$ cat src/rtl/stack_pkg.sv
// Shared definitions for the arbitrated stack: default geometry, FSM states,
// operation encoding and the round-robin pick rule.
package stack_pkg;

    localparam int DW    = 4;
    localparam int DEPTH = 16;

    typedef enum logic [1:0] {
        IDLE = 2'd0,
        EXEC = 2'd1,
        RESP = 2'd2
    } state_e;

    localparam logic OP_PUSH = 1'b1;
    localparam logic OP_POP  = 1'b0;

    // B wins when it is the only requester or when it holds priority
    function automatic logic arb_pick_b(input logic a, input logic b, input logic prio_b);
        return b & (~a | prio_b);
    endfunction

endpackage

$ cat src/rtl/stack_mem.sv
// DEPTH x DW register file backing the stack: one synchronous write port,
// one combinational read port, contents intentionally not reset.
module stack_mem #(
    parameter int DW    = stack_pkg::DW,
    parameter int DEPTH = stack_pkg::DEPTH
) (
    input  logic                       clk,
    input  logic                       i_we,
    input  logic [$clog2(DEPTH)-1:0]   i_waddr,
    input  logic [DW-1:0]              i_wdata,
    input  logic [$clog2(DEPTH)-1:0]   i_raddr,
    output logic [DW-1:0]              o_rdata
);

    logic [DW-1:0] r_mem [DEPTH];

    // Write port
    always_ff @(posedge clk) begin
        if (i_we) begin
            r_mem[i_waddr] <= i_wdata;
        end
    end

    assign o_rdata = r_mem[i_raddr];

endmodule

$ cat src/rtl/stack_arbiter.sv
// Two-requester round-robin front end for a LIFO stack. IDLE samples requests,
// EXEC performs the push or pop, RESP reports completion with err/dataout.
module stack_arbiter #(
    parameter int DW    = stack_pkg::DW,
    parameter int DEPTH = stack_pkg::DEPTH
) (
    input  logic                     clk,
    input  logic                     rst,
    input  logic                     req_a,
    input  logic                     req_b,
    input  logic                     rw_a,
    input  logic                     rw_b,
    input  logic [DW-1:0]            datain_a,
    input  logic [DW-1:0]            datain_b,
    output logic                     gnt_a,
    output logic                     gnt_b,
    output logic                     done_a,
    output logic                     done_b,
    output logic [DW-1:0]            dataout,
    output logic                     err,
    output logic [$clog2(DEPTH):0]   count,
    output logic                     full,
    output logic                     empty
);
    import stack_pkg::*;

    localparam int CW = $clog2(DEPTH) + 1;
    localparam int AW = $clog2(DEPTH);
    localparam logic [CW-1:0] PTR_MAX = CW'(DEPTH);

    logic [1:0]    r_sync;
    logic          w_rst_n;
    state_e        r_state;
    logic [CW-1:0] r_ptr;
    logic          r_prio_b;
    logic          r_win_b;
    logic          r_op;
    logic [DW-1:0] r_data;
    logic          r_gnt_a;
    logic          r_gnt_b;
    logic          r_done_a;
    logic          r_done_b;
    logic [DW-1:0] r_dataout;
    logic          r_err;

    logic          w_pick_b;
    logic          w_full;
    logic          w_empty;
    logic          w_we;
    logic [AW-1:0] w_waddr;
    logic [AW-1:0] w_raddr;
    logic [DW-1:0] w_rdata;

    // Reset synchroniser: assertion is immediate, release waits two clk edges
    always_ff @(posedge clk or negedge rst) begin
        if (!rst) begin
            r_sync <= 2'b00;
        end else begin
            r_sync <= {r_sync[0], 1'b1};
        end
    end

    assign w_rst_n  = r_sync[1];
    assign w_pick_b = arb_pick_b(req_a, req_b, r_prio_b);
    assign w_full   = (r_ptr == PTR_MAX);
    assign w_empty  = (r_ptr == {CW{1'b0}});
    assign w_we     = (r_state == EXEC) && (r_op == OP_PUSH) && !w_full;
    assign w_waddr  = AW'(r_ptr);
    assign w_raddr  = AW'(r_ptr - CW'(1));

    stack_mem #(
        .DW    (DW),
        .DEPTH (DEPTH)
    ) u_mem (
        .clk     (clk),
        .i_we    (w_we),
        .i_waddr (w_waddr),
        .i_wdata (r_data),
        .i_raddr (w_raddr),
        .o_rdata (w_rdata)
    );

    // Transaction FSM with arbitration, pointer update and registered strobes
    always_ff @(posedge clk or negedge w_rst_n) begin
        if (!w_rst_n) begin
            r_state   <= IDLE;
            r_ptr     <= {CW{1'b0}};
            r_prio_b  <= 1'b0;
            r_win_b   <= 1'b0;
            r_op      <= OP_POP;
            r_data    <= {DW{1'b0}};
            r_gnt_a   <= 1'b0;
            r_gnt_b   <= 1'b0;
            r_done_a  <= 1'b0;
            r_done_b  <= 1'b0;
            r_dataout <= {DW{1'b0}};
            r_err     <= 1'b0;
        end else begin
            case (r_state)
                IDLE: begin
                    if (req_a || req_b) begin
                        r_state <= EXEC;
                        r_win_b <= w_pick_b;
                        r_op    <= w_pick_b ? rw_b : rw_a;
                        r_data  <= w_pick_b ? datain_b : datain_a;
                        r_gnt_a <= !w_pick_b;
                        r_gnt_b <= w_pick_b;
                    end else begin
                        r_state <= IDLE;
                    end
                end
                EXEC: begin
                    r_state  <= RESP;
                    r_gnt_a  <= 1'b0;
                    r_gnt_b  <= 1'b0;
                    r_done_a <= !r_win_b;
                    r_done_b <= r_win_b;
                    if (r_op == OP_PUSH) begin
                        if (w_full) begin
                            r_err <= 1'b1;
                        end else begin
                            r_ptr <= r_ptr + CW'(1);
                            r_err <= 1'b0;
                        end
                    end else begin
                        // An empty pop reports zero rather than stale data
                        if (w_empty) begin
                            r_err     <= 1'b1;
                            r_dataout <= {DW{1'b0}};
                        end else begin
                            r_ptr     <= r_ptr - CW'(1);
                            r_dataout <= w_rdata;
                            r_err     <= 1'b0;
                        end
                    end
                end
                RESP: begin
                    r_state  <= IDLE;
                    r_done_a <= 1'b0;
                    r_done_b <= 1'b0;
                    r_err    <= 1'b0;
                    r_prio_b <= !r_win_b;
                end
                default: begin
                    r_state  <= IDLE;
                    r_gnt_a  <= 1'b0;
                    r_gnt_b  <= 1'b0;
                    r_done_a <= 1'b0;
                    r_done_b <= 1'b0;
                    r_err    <= 1'b0;
                end
            endcase
        end
    end

    assign gnt_a   = r_gnt_a;
    assign gnt_b   = r_gnt_b;
    assign done_a  = r_done_a;
    assign done_b  = r_done_b;
    assign dataout = r_dataout;
    assign err     = r_err;
    assign count   = r_ptr;
    assign full    = w_full;
    assign empty   = w_empty;

endmodule

$ cat config.mk
export PLATFORM = sky130hd
export DESIGN_NAME = stack_arbiter
export DESIGN_NICKNAME = d
export VERILOG_FILES = /design/src/rtl/stack_pkg.sv /design/src/rtl/stack_mem.sv /design/src/rtl/stack_arbiter.sv
export SDC_FILE = /design/constraint.sdc
export NUM_CORES = 1
export LEC_CHECK = 0
export ABC_AREA = 1
export CAP_MARGIN = 20
export CORE_ASPECT_RATIO = 0.8
export CORE_UTILIZATION = 35
export CTS_CLUSTER_DIAMETER = 50
export DETAILED_ROUTE_END_ITERATION = 8
export HOLD_SLACK_MARGIN = 0.06
export PLACE_DENSITY_LB_ADDON = 0.15
export SYNTH_ARGS = -nofsm -noshare
export SYNTH_HDL_FRONTEND = slang
export SYNTH_SLANG_ARGS = --single-unit
$ cat constraint.sdc
create_clock -name clk -period 2.3 [get_ports clk]
set_input_delay 0.23 -clock clk [delete_from_list [all_inputs] [get_ports clk]]
set_output_delay 0.23 -clock clk [all_outputs]
set_load 0.01 [all_outputs]
==> run metrics <==
detailed placer's ending HPWL between 6000 and 7000 µm; clock root cell clkbuf_16; Critical Path Start Type flop; Power, Total about 7 mW; CTS tree yes; Hold Crit Class reg2async; first-pass GRT wire length around 15000 µm; vias around 2800; synthesized cell area 0.00397 mm²; CP arrival a little under 2 ns; clk_lat worst skew between 0.3 and 0.4 ns; Die Y about 100 µm; Die W 121 µm; H-tree levels 3; Yosys cell types 32; Antenna Cells 0; grt ovf 0; number of CTS-inserted buffers 9; Fin. Hold Viols 0; post-CTS setup buffer count 0; Yosys reg bits slightly below 90; Peak VDD IR slightly below 0.8 mV; core box area approximately 0.011 mm²; TritonRoute pass-1 iters 4; drt via density 4.79; clock power share 23.0%; CTS clock-pin slew for the worst setup and hold paths around 0.06 ns; worst reg-to-reg path cell count 9; most common cell after layout, fill and taps aside nand2_1; minimum clock period about 2.2 ns; status completed; RSZ-0062 raised after global routing false; post-route cell area roughly 0.0048 mm²; Total Routing Usage GR approximately 17%; RD Place Congestion slightly below 0.9; combinational share of power about two fifths; vias in the first global route approximately 2800; CTS Sinks 89; worst clock skew around 0.0069 ns; DIE AREA around 0.012 mm²; total I/O pin count 30; busiest grt layer met2; area leader, netlist edfxtp_1; pwr dens roughly 1400 mW/mm²; Yosys warning count 0; Residual DRC 0; f_max 460 MHz; fraction of layout cells with a size suffix above 1 a little over a tenth; synthesis-to-layout area growth 20.7%; Slew HR between 40% and 50%; Max Slew Vio Count 0; Setup CP Type reg2out; dpl cell area roughly 0.0045 mm²; Leak roughly 1.9 nW; initial antenna violation count 0; syn avg cell area 10.3 µm²; row count 34; Sw Pwr 2.75 mW; largest net degree at the start of global routing 38; clk buf depth 2; critical-path maximum fanout 5; met2 usage roughly 26%; final period utilization between 90% and 100%; endpoint type of the worst setup path primary output; Finished Layout Cells between 500 and 600; commonest cells after routing, fill and taps aside 117 x nand2_1, 64 x edfxtp_1, 63 x nand3_1, 29 x clkdlybuf4s50_1, 27 x inv_1; M3 GR Usage under 10%; Final TNS setup 0 ns; post-synth top area share 48.4%; DR iter-0 viols around 200; post-synthesis cell count roughly 380; Seq pwr share between 30% and 40%; Net Sw Frac 40.2%; Layout Nets roughly 440; Net Count, Synth 403; Synth area leaders edfxtp_1 48%, dfrtp_1 16%, nand2_1 11%; Worst-Margin Slew 0.780 ns; maxcap violations 0; DRT antenna net count 0; WP data required just over 2 ns; drt wl/cell roughly 16 µm; dpl cells between 500 and 600; Post-Route WL ~9000 µm; met1 Usage GRT between 20% and 30%; P_int 4.09 mW; Final Setup Violations 0; Starting Density between 30% and 40%; PortBufs 29; sequential area share after synthesis between 60 and 70%
==> timing repair <==
| item | CTS | global route |
|---|---|---|
| endpoints found under the hold margin | 2 | 0 |
| setup endpoints to repair | 0 | 2 |
| resized for setup | 0 | 1 |
| hold buffers | 1 | 0 |
==> registers in the layout, indices dropped and copies added (netlist names) <==
name         flops
r_win_b          1
done_a           1
gnt_b            1
r_sync           2
err              1
r_data           4
gnt_a            1
dataout          4
done_b           1
r_state          2
u_mem.r_mem     64
r_op             1
count            5
r_prio_b         1
==> worst paths after layout <==
path | from | to | slack [ns]
max | count[1] | full | 0.12
min | r_sync[1] | r_data[1] | 0.22
max reg2reg | count[1] | u_mem.r_mem[1][1] | 0.29
min reg2reg | r_sync[1] | r_data[1] | 0.22
max in group asynchronous | rst | r_sync[1] | 1.60
min in group clk | r_sync[0] | r_sync[1] | 0.36
==> power groups by stage <==
stage / Combinational (mW) / Clock (mW) / Sequential, mW
2_1_floorplan: 1.89 / 0 / 2.41
3_3_place_gp: 2.81 / 0 / 2.52
3_5_place_dp: 2.81 / 0 / 2.52
4_1_cts: 2.81 / 1.61 / 2.49
5_1_grt: 3.14 / 1.67 / 2.53
6_report: 2.79 / 1.57 / 2.48
==> metrics by stage <==
stage               hold WS [ns]  utilization [%]  worst slack, ns
floorplan                -0.0656                -           0.0836
global placement           0.227             40.7            0.329
detailed placement         0.235             40.7            0.266
CTS                        0.242             43.7           0.0599
global route               0.273             43.7           0.0290
finish                     0.224             43.7            0.124
==> synth_stat cells (all sizes together) <==
cell type  number
ha              5
nand2         120
edfxtp         64
nor3            5
nand4           1
a21oi           1
o22ai           2
nor2           22
o21ai          21
xnor2           2
a31oi           1
conb            1
xor2            3
inv            35
dfrtp          25
nand3          64
buf            12
==> cells by family after synthesis <==
family	synth area share [%]
other cells	0.0944
simple gates	24.1
buf+inv	5.14
xor+xnor	1.48
compound gates	3.43
fa+ha+maj	1.58
flops	64.1
==> worst max-delay path, cell delays in order (launching register included) <==
cell and delay, ns:
dfrtp_1 0.43, inv_2 0.13, ha_1 0.21, nand3_2 0.13, nor2_1 0.15, clkdlybuf4s50_1 0.56
==> metal layers <==
metal / share of wire, % / up-vias / routed length, µm
met1: 49 / 1324 / 4520
met2: 46 / 50 / 4190
li1: - / 1367 / -
met4: 1.3 / 0 / 119
met5: 0 / - / 0
met3: 3.4 / 9 / 312
==> layout make-up <==
type                       count  area (µm²)
timing repair buffer          42         390
tap                          144         180
clock inverter                 4        76.3
multi-input combinational    248        1220
inverter                      35         134
clock buffer                  12         246
sequential                    89        2550
fill                        1048        6180
Note: power is estimated with default switching activity, not from simulation.
